File: src/rtl/univ_binary_counter.sv
// rtl/univ_binary_counter.sv - N-bit universal up/down counter with load, terminal value and sticky overflow
module univ_binary_counter #(
    parameter int N        = 8,
    parameter int SATURATE = 0
) (
    input  logic         clk,
    input  logic         reset_n,
    input  logic         syn_clr,
    input  logic         load,
    input  logic         en,
    input  logic         up,
    input  logic [N-1:0] d,
    input  logic [N-1:0] limit,
    output logic [N-1:0] q,
    output logic         max_tick,
    output logic         min_tick,
    output logic         ovf
);

    localparam logic [N-1:0] ONE = N'(1);

    logic [N-1:0] q_next;
    logic         ovf_next;

    always_comb begin
        q_next   = q;
        ovf_next = ovf;
        if (syn_clr) begin
            q_next   = '0;
            ovf_next = 1'b0;
        end else if (load) begin
            q_next = d;
        end else if (en) begin
            if (up) begin
                // q above limit (late load or lowered limit) is treated as the top bound
                if (q >= limit) begin
                    q_next   = (SATURATE != 0) ? q : '0;
                    ovf_next = 1'b1;
                end else begin
                    q_next = q + ONE;
                end
            end else begin
                if (q == '0) begin
                    q_next   = (SATURATE != 0) ? '0 : limit;
                    ovf_next = 1'b1;
                end else begin
                    q_next = q - ONE;
                end
            end
        end
    end

    always_ff @(posedge clk or negedge reset_n) begin
        if (!reset_n) begin
            q   <= '0;
            ovf <= 1'b0;
        end else begin
            q   <= q_next;
            ovf <= ovf_next;
        end
    end

    assign max_tick = (q == limit);
    assign min_tick = (q == '0);

endmodule

File: config.mk
export PLATFORM = sky130hd
export DESIGN_NAME = univ_binary_counter
export DESIGN_NICKNAME = d
export VERILOG_FILES = /design/src/rtl/univ_binary_counter.sv
export SDC_FILE = /design/constraint.sdc
export NUM_CORES = 1
export LEC_CHECK = 0
export CAP_MARGIN = 20
export CORE_ASPECT_RATIO = 0.9
export CORE_UTILIZATION = 44
export DETAILED_ROUTE_END_ITERATION = 6
export GPL_ROUTABILITY_DRIVEN = 0
export PLACE_DENSITY = 0.82
export SYNTH_ARGS = -nofsm -noshare
export SYNTH_HDL_FRONTEND = slang
export SYNTH_SLANG_ARGS = --single-unit
File: constraint.sdc
create_clock -name clk -period 2.2 [get_ports clk]
set_clock_uncertainty 0.2 [all_clocks]
set_input_delay 0.44 -clock clk [delete_from_list [all_inputs] [get_ports clk]]
set_output_delay 0.44 -clock clk [all_outputs]
set_load 0.02 [all_outputs]
After elaboration in Yosys (flattened, before gate mapping)
Index checks and enable logic that the tools add are counted.

word-level totals
  register bits = 9
  input port bits = 22
  output and inout bits = 11
  word-level logic and storage cells = 25

cells by class
  add/subtract/negate cells = 2
  order comparisons = 1
  equal/unequal tests = 3
  muxes and demuxes = 12
  reduce and logical (&&, ||, !) cells = 5

operators with widths
  cell                                                    number
  two-way mux 8 bit                                       6
  adder 8 x 1 -> 8 bit (second input constant)            1
  equality test 8 bit                                     1
  greater-or-equal comparator 8 bit                       1
  logical NOT 8 bit                                       1
  subtractor 8 x 1 -> 8 bit (second input constant)       1
  two-way mux 1 bit                                       6
  nonzero test 3 bit                                      2
  AND reduction 4 bit                                     1
  inequality test 3 x 2 -> 1 bit (second input constant)  1
  inequality test 2 bit (second input constant)           1
  nonzero test 2 bit                                      1

Depth between registers and ports, before layout
Gate-level depths: netlist (run 1).

  depth after elaboration = 6
  gate-level depth with buffers = 8
  mapped depth without buffers = 7

Least setup slack after synthesis (run 1)
OpenSTA, ideal clock, no wires.

  path kind = reg-to-reg
  start point = reg q[0]
  end point = reg q[6]
  setup time = 0.090 ns
  arrival time = 2.173 ns
  data required time = 1.910 ns
  path slack = -0.263 ns
  stages on the path, launching flop included = 9
  path buffers = 1
  cell sequence = dfrtp_1 > buf_6 > inv_1 > ha_1 > nand2b_1 > a2111oi_0 > o31ai_2 > a2111o_1 > o221ai_1

between the ends
  cells in the longest elaborated chain, start to end = 6

RTL lines
  what                                                     RTL line  RTL
  start: declaration                                       14        output logic [N-1:0] q,
  start signal: assignment                                 58        q <= q_next;
  subtractor 8 x 1 -> 8 bit, or another cell as far along  47        q_next = q - ONE;
  two-way mux 8 bit, on equally long branches              43, 36
  two-way mux 8 bit (*)                                    34        if (up) begin
  two-way mux 8 bit (*)                                    33        end else if (en) begin
  two-way mux 8 bit (*)                                    31        end else if (load) begin
  two-way mux 8 bit (*)                                    28        if (syn_clr) begin

Mark *: on every way between the ends. The rest lies on a longest branch, timed or not. The select of a mux whose other input is x is not followed.
A chain may end at the register's enable or synchronous reset.

Worst setup path in the final report (run 1)
  start point = in limit[5]
  end point = reg q[2]

between the ends
  cells in the longest elaborated chain, start to end = 6

RTL lines
  what                               RTL line  RTL
  start: declaration                 13        input logic [N-1:0] limit,
  greater-or-equal comparator 8 bit  36        if (q >= limit) begin
  two-way mux 8 bit                  36
  two-way mux 8 bit                  34
  two-way mux 8 bit                  33
  two-way mux 8 bit                  31
  two-way mux 8 bit                  28

No other way between the ends. The select of a mux whose other input is x is not followed.

==> results of run 1 <==
## through the flow
stage	instance area [µm²]	hold WS [ns]	util [%]	worst slack (ns)	TNS [ns]
2_1_floorplan	1274	-0.05559	-	-0.002660	-0.002660
3_3_place_gp	1768	0.2820	69.85	-0.5751	-4.970
3_5_place_dp	1768	0.2989	69.85	-0.6128	-5.530
4_1_cts	1922	0.2849	75.93	0.0008591	0
5_1_grt	2004	0.3002	79.19	-0.07363	-0.4317
6_report	2004	0.2747	79.19	-0.06979	-0.2417
## per-layer routing
| layer | global-route usage, % | wire length (µm) |
|---|---|---|
| met2 | 59.69 | 2463 |
| met5 | 0 | 0 |
| met4 | 17.89 | 419 |
| met1 | 40.00 | 2174 |
| met3 | 6.716 | 540 |
## area by class of cell
| class | instances | area, µm² |
|---|---|---|
| inverters | 15 | 58.81 |
| clock buffers | 4 | 26.28 |
| flip-flops and latches | 9 | 230.2 |
| well taps | 28 | 35.03 |
| multi-input cells | 119 | 1035 |
| repair buffers | 73 | 619.3 |
| fillers | 147 | 526.8 |
## power by group through the flow
stage	clock network, mW	registers (mW)	logic [mW]
finish	0.149	0.200	0.617
global route	0.152	0.201	0.641
CTS	0.138	0.199	0.525
detailed placement	0	0.197	0.479
global placement	0	0.196	0.464
floorplan	0	0.221	0.265
## repair_timing
item / CTS / global route
gates resized for setup: 38 / 8
setup buffers: 3 / 7
setup endpoints to repair: 11 / 11
cloned: 1 / 0
pin swaps: 15 / 10
## critical path, stage by stage
cell and delay [ns]:
dlygate4sd2_1 0.26, inv_2 0.06, ha_4 0.27, nand4_1 0.14, buf_4 0.20, o31ai_4 0.38
buf_4 0.20, o21ai_1 0.05, a22o_1 0.24
## layout by cell type (no fill, tap or decap), types with 3 or more instances in the layout
cell	n
clkdlybuf4s50_1	20
mux2i_1	3
nand4_1	3
ha_4	8
nor2_1	13
inv_2	7
nand2_1	17
clkbuf_4	3
dlygate4sd2_1	9
a21oi_1	10
nand3_1	4
ha_1	3
xnor2_1	5
dfrtp_2	4
inv_1	7
dfrtp_1	5
buf_4	40
o21ai_0	4
## sequential cells by signal, summed over array words and instances (netlist names)
name	count
q	8
ovf	1
## kinds of logic (layout without fill, tap and decap cells)
| group | Yosys count | count (layout) |
|---|---|---|
| AND/OR/NAND/NOR | 55 | 55 |
| AO/OA/AOI/OAI | 41 | 42 |
| buffers and inverters | 24 | 92 |
| adder cells (fa/ha/maj) | 11 | 11 |
| flip-flops | 9 | 9 |
| XOR/XNOR | 6 | 6 |
| multiplexers | 5 | 5 |
## worst paths after layout
kind,end,slack [ns],cells past startpoint
worst max register to register,q[1],-0.06,7
worst min register to register,ovf,0.31,2
min in group clk,ovf,0.31,2
worst max-delay path,q[2],-0.07,9
max in group asynchronous,q[4],1.17,1
worst min-delay path,q[1],0.27,1
==> results.md, run 1 <==
* Largest family of logic cells by synthesized area: compound AO/OA/AOI/OAI gates
* Worst path required time at 2.17 ns
* Vias per inst at 6.577
* Launching point of the worst reg2reg path: q[0]
* RSZ-0062 raised after global routing: yes
* Worst Path Max Fanout at 5
* Failing checks: design-rule violations, negative setup slack
* Asr flop ratio synth at 100.0%
* Cell Int Power at 0.5509 mW
* Setup crit end kind: flip-flop
* Number of synthesized flops with an enable pin at 0
* Net Sw Frac at 42.95%
* Cells after DPL at 234
* Fraction of the mapped netlist area in adder cells at 11.33%
* DIE HEIGHT at 51.85 µm
* Synth top cells by count: 17 x nand2_1, 15 x inv_1, 14 x nor2_1, 11 x ha_1, 10 x a21oi_1
* CTS buffer count at 3
* Core area at 0.002531 mm²
* Post-synth top area share at 18.54%
* Post-route worst setup slack at -0.06979 ns
* Yosys reg bits at 9
* I/O pin count at 33
* Max cap viols at 0
* Total grt overflow at 0
* Vias post-DR at 1631
* CP startpoint: limit[5]
* Fin nets at 254
* Die area at 0.002976 mm²
* DRC viols at 1
* H-tree Lvls at 1
* Overall Power at 0.9655 mW
* Mux cell area share after synthesis at 4.325%
* Count of pins over their slew limit at 0
* Syn Area/Cell at 8.046 µm²
* HP Class: primary input to asynchronous set/reset pin
* Overall Global Routing Usage at 34.30%
* Synthesized area at 0.001215 mm²
* Yosys warning total at 0
* Hold Fails Final Rpt at 0
* Leakage at 0.8932 nW
* Area leader, netlist: dfrtp_1
* IO buf count at 32
* Longest Clk Path Bufs at 2
* Most frequent cell after synthesis: nand2_1
* Syn Nets at 184
* Setup-failing EPs final at 5
* Xor/xnor share of the synthesized area at 4.325%
* First-pass DRT Iterations at 7
* Tmin final at 2.270 ns
* Status: finished, violations left
* Clock Pin Slew Worst Setup and Hold Paths at 0.08 ns
* First-pass GRT wire length at 7.417 mm
* Rel. slew slack at 68.46%
* WL per Instance at 22.57 µm
* Synth Area in Compound Gates at 25.54%
* Root buf cell: clkbuf_4
* Synth area leaders: dfrtp_1 19%, ha_1 11%, buf_6 5.6%
* Layout cells sized above 1 at 39.09%
* PwrDens at 481.7 mW/mm²
* Vias in the first global route at 1471
* FMAX at 440.6 MHz
* Crit path DAT at 2.24 ns
* Sequential share of power at 20.7%
* Layout area overhead at 64.98%
* Syn Inst Count at 151
* Post-synthesis simple-gate area fraction at 23.27%
* Worst skew pair latency at 0.28 ns
* Post-route ant nets at 0
* Startpoint Class: primary input
* Initial Util at 48.00%
* Ys flop type: dfrtp_1
* Period Utilization, post-route at 103.2%
* Non-filler cells, final at 248
* Slew @ Worst Pin at 0.4716 ns
* Clock Sinks at 9
* Post-Route WL at 5.598 mm
* Largest net degree at the start of global routing at 11
* Final HPWL DP at 2.993 mm
* Clock power frac at 15.4%
* P_sw at 0.4147 mW
* Hold Buf Count CTS at 0
* Worst VDD drop at 0.2367 mV
* TritonCTS clock tree: yes
* ANT cells at 0
* Power share of the combinational group at 63.9%
* Die Wd at 57.39 µm
* Seq/Total Area, Yosys at 18.54%
* Iter 0 DRT Violations at 217
* Antenna violations before repair at 0
* Post-synth cell types at 53
* Cell Rows at 17
* Critical path class: primary input to flip-flop
(Power assumes the default switching activity.)
==> run 2, diff against run 1 <==
PLACE_DENSITY = 0.77   (was 0.82)
==> results.md, run 2 (synthesis gave the netlist of run 1 again) <==
* Status: finished, violations left
* Failing checks: negative setup slack
* Total grt overflow at 0 (unchanged)
* Slew @ Worst Pin at 0.4650 ns (-0.006623 ns)
* Cell Rows at 17 (unchanged)
* I/O pin count at 33 (unchanged)
* DR WL met2 at 2.289 mm (-7.1%)
* Tmin final at 2.202 ns (-0.06734 ns)
* Setup crit end kind: output port
* Die Wd at 57.39 µm (unchanged)
* Met3 routed WL at 497 µm (-8.0%)
* Number of flip-flops in the largest register at 8 (unchanged)
* Top reg by flops: q
* Vias per inst at 6.225 (-5.3%)
* ANT cells at 0 (unchanged)
* Layout cells sized above 1 at 39.56% (+0.46 points)
* Worst VDD drop at 0.3066 mV (+30%)
* Rel. slew slack at 68.90% (+0.44 points)
* Post-Route WL at 4.845 mm (-13%)
* Largest net degree at the start of global routing at 11 (unchanged)
* Filler cell count at 165 (+12%)
* Layout area overhead at 65.09% (about the same)
* Count of pins over their slew limit at 0 (unchanged)
* Longest Clk Path Bufs at 2 (unchanged)
* Worst-path cell chain: dlygate4sd2_1 -> ha_4 -> buf_4 -> nand4_1 -> nor2_1 -> buf_2
* FMAX at 454.0 MHz (+3.1%)
* Met1 wire length at 1.859 mm (-14%)
* Uppermost layer routed: met4
* Iter 0 DRT Violations at 145 (-33%)
* IO buf count at 32 (unchanged)
* Hold Fails Final Rpt at 0 (unchanged)
* Root buf cell: clkbuf_4
* Vias in the first global route at 1577 (+7.2%)
* Largest registers: q x8, ovf x1
* Clock Pin Slew Worst Setup and Hold Paths at 0.07 ns (about the same)
* Post-route ant nets at 0 (unchanged)
* Overall Global Routing Usage at 32.26% (-2.0 points)
* Slowest Stage Delay on Critical Path at 0.27 ns (-0.11 ns)
* Area after DPL at 0.001805 mm² (+2.1%)
* Initial Util at 48.00% (unchanged)
* Worst Path Max Fanout at 2 (-3)
* Most common cell after layout, fill and taps aside: buf_4
* Crit path DAT at 1.56 ns (-0.68 ns)
* Max cap viols at 0 (unchanged)
* Fin nets at 259 (+2.0%)
* HP Class: primary input to asynchronous set/reset pin
* PwrDens at 467.4 mW/mm² (-3.0%)
* Core area at 0.002531 mm² (unchanged)
* WL per Instance at 19.15 µm (-15%)
* Post-route worst setup slack at -0.002457 ns (+0.06734 ns)
* RSZ-0062 raised after global routing: yes
* Startpoint Class: primary input
* Final Cell Area at 0.002006 mm² (about the same)
* CTS buffer count at 3 (unchanged)
* Leakage at 0.9116 nW (+2.1%)
* DIE HEIGHT at 51.85 µm (unchanged)
* Hold_ws at 0.2911 ns (+0.01641 ns)
* Worst path required time at 1.56 ns (-0.61 ns)
* Final HPWL DP at 3.112 mm (+4.0%)
* Die area at 0.002976 mm² (unchanged)
* First-pass DRT Iterations at 6 (-1)
* Period Utilization, post-route at 100.1% (-3.1 points)
* Worst skew pair latency at 0.26 ns (-0.02 ns)
* TritonCTS clock tree: yes
* Antenna violations before repair at 0 (unchanged)
* Vias post-DR at 1575 (-3.4%)
* Most frequent cells in the layout: 45 x buf_4, 20 x clkdlybuf4s50_1, 17 x nand2_1, 13 x nor2_1
* Clock Sinks at 9 (unchanged)
* First-pass GRT wire length at 7.314 mm (-1.4%)
* H-tree Lvls at 1 (unchanged)
* Critical path class: primary input to output port
* Crit path max-delay cell type: dlygate4sd2_1
* Setup-failing EPs final at 1 (-4)
* DRC viols at 0 (-1)
run 2: timing repair:
| item | in CTS | in global routing |
|---|---|---|
| setup buffers | 5 | 5 |
| hold buffers | 0 | 0 |
| gates cloned | 1 | 0 |
| gates resized for setup | 35 | 8 |
| endpoints found under the setup margin | 11 | 11 |
| pin swaps | 12 | 8 |
run 2: worst paths after layout:
path | start | depth (start not counted) | end | slack, ns
worst min-delay path | reset_n | 1 | q[3] | 0.29
worst max-delay path | limit[0] | 6 | max_tick | -0.002
max in group asynchronous | reset_n | 1 | q[4] | 1.16
worst max register to register | q[0] | 8 | q[7] | 0.02
min in group clk | ovf | 2 | ovf | 0.30
worst min register to register | ovf | 2 | ovf | 0.30
run 2: metal layers:
metal | vias up | track usage [%]
met4 | 0 | 15.04
met5 | - | 0
met3 | 29 | 3.731
li1 | 700 | -
met2 | 125 | 55.62
met1 | 721 | 40.24
run 2: layout make-up:
type	instances	area (µm²)	share of cell area, %
multi-input combinational	119	1005	50.09
timing repair buffer	78	650.6	32.44
sequential	9	230.2	11.48
inverter	15	58.81	2.932
tap	28	35.03	1.747
clock buffer	4	26.28	1.310
run 2: stage by stage:
stage	total power, mW	instances	utilization (%)	worst slack [ns]	setup TNS [ns]
floorplan	0.4862	151	-	-0.002660	-0.002660
global placement	0.6748	239	71.33	-0.5638	-4.703
detailed placement	0.6914	239	71.33	-0.6263	-5.306
CTS	0.8716	249	77.26	0.001249	0
global route	0.9866	253	79.24	-0.05255	-0.1294
finish	0.9374	253	79.24	-0.002457	-0.002457
run 2: worst max-delay path, delay by kind of cell:
| kind | cells | cell delay, ns |
|---|---|---|
| buf+inv | 3 | 0.57 |
| simple gates | 2 | 0.29 |
| fa+ha+maj | 1 | 0.27 |
run 2: report_power, final:
part	internal [mW]	switching (mW)
clock network	0.0700	0.0660
logic	0.307	0.291
registers	0.181	0.0227
total	0.558	0.379
==> run 3, diff against run 2 <==
CORE_MARGIN = 8   (was unset)
==> results.md, run 3 (synthesis gave the netlist of run 1 again) <==
* CTS buffer count at 3 (unchanged)
* Cell Rows at 18 (+1)
* Root buf cell: clkbuf_4
* Most common cell after layout, fill and taps aside: buf_4
* Clock Sinks at 9 (unchanged)
* Tmin final at 2.201 ns (-0.001196 ns)
* Die Wd at 71.39 µm (+24%)
* Rel. slew slack at 66.81% (-2.1 points)
* Worst skew pair latency at 0.26 ns (about the same)
* Crit path DAT at 2.16 ns (+0.60 ns)
* First-pass GRT wire length at 7.031 mm (-3.9%)
* Fin nets at 253 (-2.3%)
* Number of flip-flops in the largest register at 8 (unchanged)
* Hold Fails Final Rpt at 0 (unchanged)
* Layout cells sized above 1 at 36.99% (-2.6 points)
* Crit path max-delay cell type: o31ai_4
* Worst-path cell chain: dlygate4sd2_1 -> inv_2 -> ha_4 -> nand4_1 -> buf_4 -> o31ai_4 -> buf_4 -> o221ai_2 -> a22o_1
* Clock power frac at 15.3% (+0.8 points)
* Final Cell Area at 0.001977 mm² (-1.4%)
* WL per Instance at 17.45 µm (-8.9%)
* Setup-failing EPs final at 1 (unchanged)
* Vias post-DR at 1449 (-8.0%)
* Count of pins over their slew limit at 0 (unchanged)
* Failing checks: negative setup slack
* Sequential share of power at 22.2% (+0.5 points)
* Reg-to-Reg End: q[2]
* Most frequent cells in the layout: 38 x buf_4, 21 x clkdlybuf4s50_1, 17 x nand2_1, 13 x nor2_1, 10 x a21oi_1
* Die area at 0.004701 mm² (+58%)
* P_sw at 0.3539 mW (-6.7%)
* PwrDens at 449.8 mW/mm² (-3.8%)
* Core area at 0.002680 mm² (+5.9%)
* HP Class: flip-flop to flip-flop
* Filler cell count at 185 (+12%)
* Largest net degree at the start of global routing at 11 (unchanged)
* RSZ-0062 raised after global routing: yes
* Post-Route WL at 4.346 mm (-10%)
* Non-filler cells, final at 249 (-1.6%)
* Overall Global Routing Usage at 18.39% (-14 points)
* Hold_ws at 0.2941 ns (+0.003048 ns)
* Period Utilization, post-route at 100.1% (about the same)
* Final HPWL DP at 3.109 mm (-0.12%)
* CP bufs+invs at 4 (+1)
* Worst Path Max Fanout at 5 (+3)
* Kind of cell adding the most delay to the critical path: buffers and inverters
* IO buf count at 32 (unchanged)
* H-tree Lvls at 1 (unchanged)
* Post-route worst setup slack at -0.001261 ns (+0.001196 ns)
* CP Depth at 9 (+3)
* Slowest Stage Delay on Critical Path at 0.36 ns (+0.09 ns)
* Net Sw Frac at 39.80% (-0.67 points)
* Initial Util at 45.33% (-2.7 points)
* Cell Int Power at 0.5353 mW (-4.1%)
* Antenna violations before repair at 0 (unchanged)
* DIE HEIGHT at 65.85 µm (+27%)
* Power share of the combinational group at 62.5% (-1.2 points)
* Max cap viols at 0 (unchanged)
* Clock Pin Slew Worst Setup and Hold Paths at 0.07 ns (about the same)
* Launching point of the worst reg2reg path: q[6]
* Iter 0 DRT Violations at 117 (-19%)
* Overall Power at 0.8892 mW (-5.1%)
* Leakage at 0.8882 nW (-2.6%)
* Worst R2R Path Depth at 7 (-1)
* I/O pin count at 33 (unchanged)
* Startpoint Class: primary input
* Cells after DPL at 236 (-1.3%)
* Slew @ Worst Pin at 0.4963 ns (+0.03136 ns)
* Critical path class: primary input to flip-flop
* Layout area overhead at 62.72%
* DRC viols at 0 (unchanged)
* Post-route ant nets at 0 (unchanged)
* Worst path required time at 2.16 ns (+0.60 ns)
* Vias in the first global route at 1519 (-3.7%)
* Top reg by flops: q
* DP Worst Slack at -0.6694 ns (-0.04312 ns)
* R2r setup slk at 0.02 ns (about the same)
* Critical Path End: q[2]
* ANT cells at 0 (unchanged)
* TritonCTS clock tree: yes
* Worst VDD drop at 0.1965 mV (-36%)
* Longest Clk Path Bufs at 2 (unchanged)
* Area after DPL at 0.001770 mm² (-1.9%)
* Setup crit end kind: flip-flop
* Most common cell on crit path: buf_4
* Largest registers: q x8, ovf x1
* First-pass DRT Iterations at 4 (-2)
* CP startpoint: limit[7]
* Status: finished, violations left
* Total grt overflow at 0 (unchanged)
* Vias per inst at 5.819 (-6.5%)
* FMAX at 454.3 MHz (about the same)
## run 3: area by class of cell
type	count	area (µm²)	area share, %
multi-input combinational	119	1002	50.70
timing repair buffer	72	624.3	31.58
sequential	9	227.7	11.52
inverter	15	58.81	2.975
tap	30	37.54	1.899
clock buffer	4	26.28	1.329
## run 3: per-stage QoR
step	setup TNS [ns]	util, %
final	-0.001261	73.76
after global routing	-0.1419	73.76
after CTS	0	71.94
after detailed placement	-5.102	66.06
after global placement	-4.747	66.06
after floorplan	-0.002660	-
## run 3: worst register-to-register path, cell delays in order (launching register included)
cell	delay [ns]
dfrtp_1	0.42
ha_4	0.28
nand4_1	0.16
buf_4	0.18
o31ai_4	0.36
buf_4	0.19
o221ai_2	0.08
a22o_1	0.20
## run 3: timing repair
action                     4_1_cts  5_1_grt
setup endpoints to repair       11        6
setup buffers                    8        1
pin swaps                       14       10
cloned                           1        0
hold buffers                     0        0
gates resized for setup         34        9
## run 3: how the worst min path moves through the flow
stage,start,end,slack (ns),cells after the start
after detailed placement,ovf,ovf,0.28,2
after floorplan,reset_n,ovf,-0.06,0
after global routing,reset_n,q[3],0.32,1
final,ovf,ovf,0.29,2
after global placement,ovf,ovf,0.28,2
after CTS,reset_n,q[3],0.30,1
## run 3: per-layer routing
layer / track usage, % / wire length [µm] / share of wire (%) / vias to the layer above
met1: 22.39 / 1903 / 44 / 695
met2: 33.22 / 2142 / 49 / 63
met4: 4.922 / 29 / 0.67 / 0
met5: 0 / 0 / 0 / -
met3: 2.273 / 271 / 6.2 / 4
li1: - / - / - / 687
## run 3: power groups by stage
stage | sequential, mW | clock (mW) | combinational [mW]
detailed placement | 0.197 | 0 | 0.478
finish | 0.197 | 0.136 | 0.556
global placement | 0.196 | 0 | 0.466
CTS | 0.195 | 0.140 | 0.526
floorplan | 0.221 | 0 | 0.265
global route | 0.199 | 0.151 | 0.596
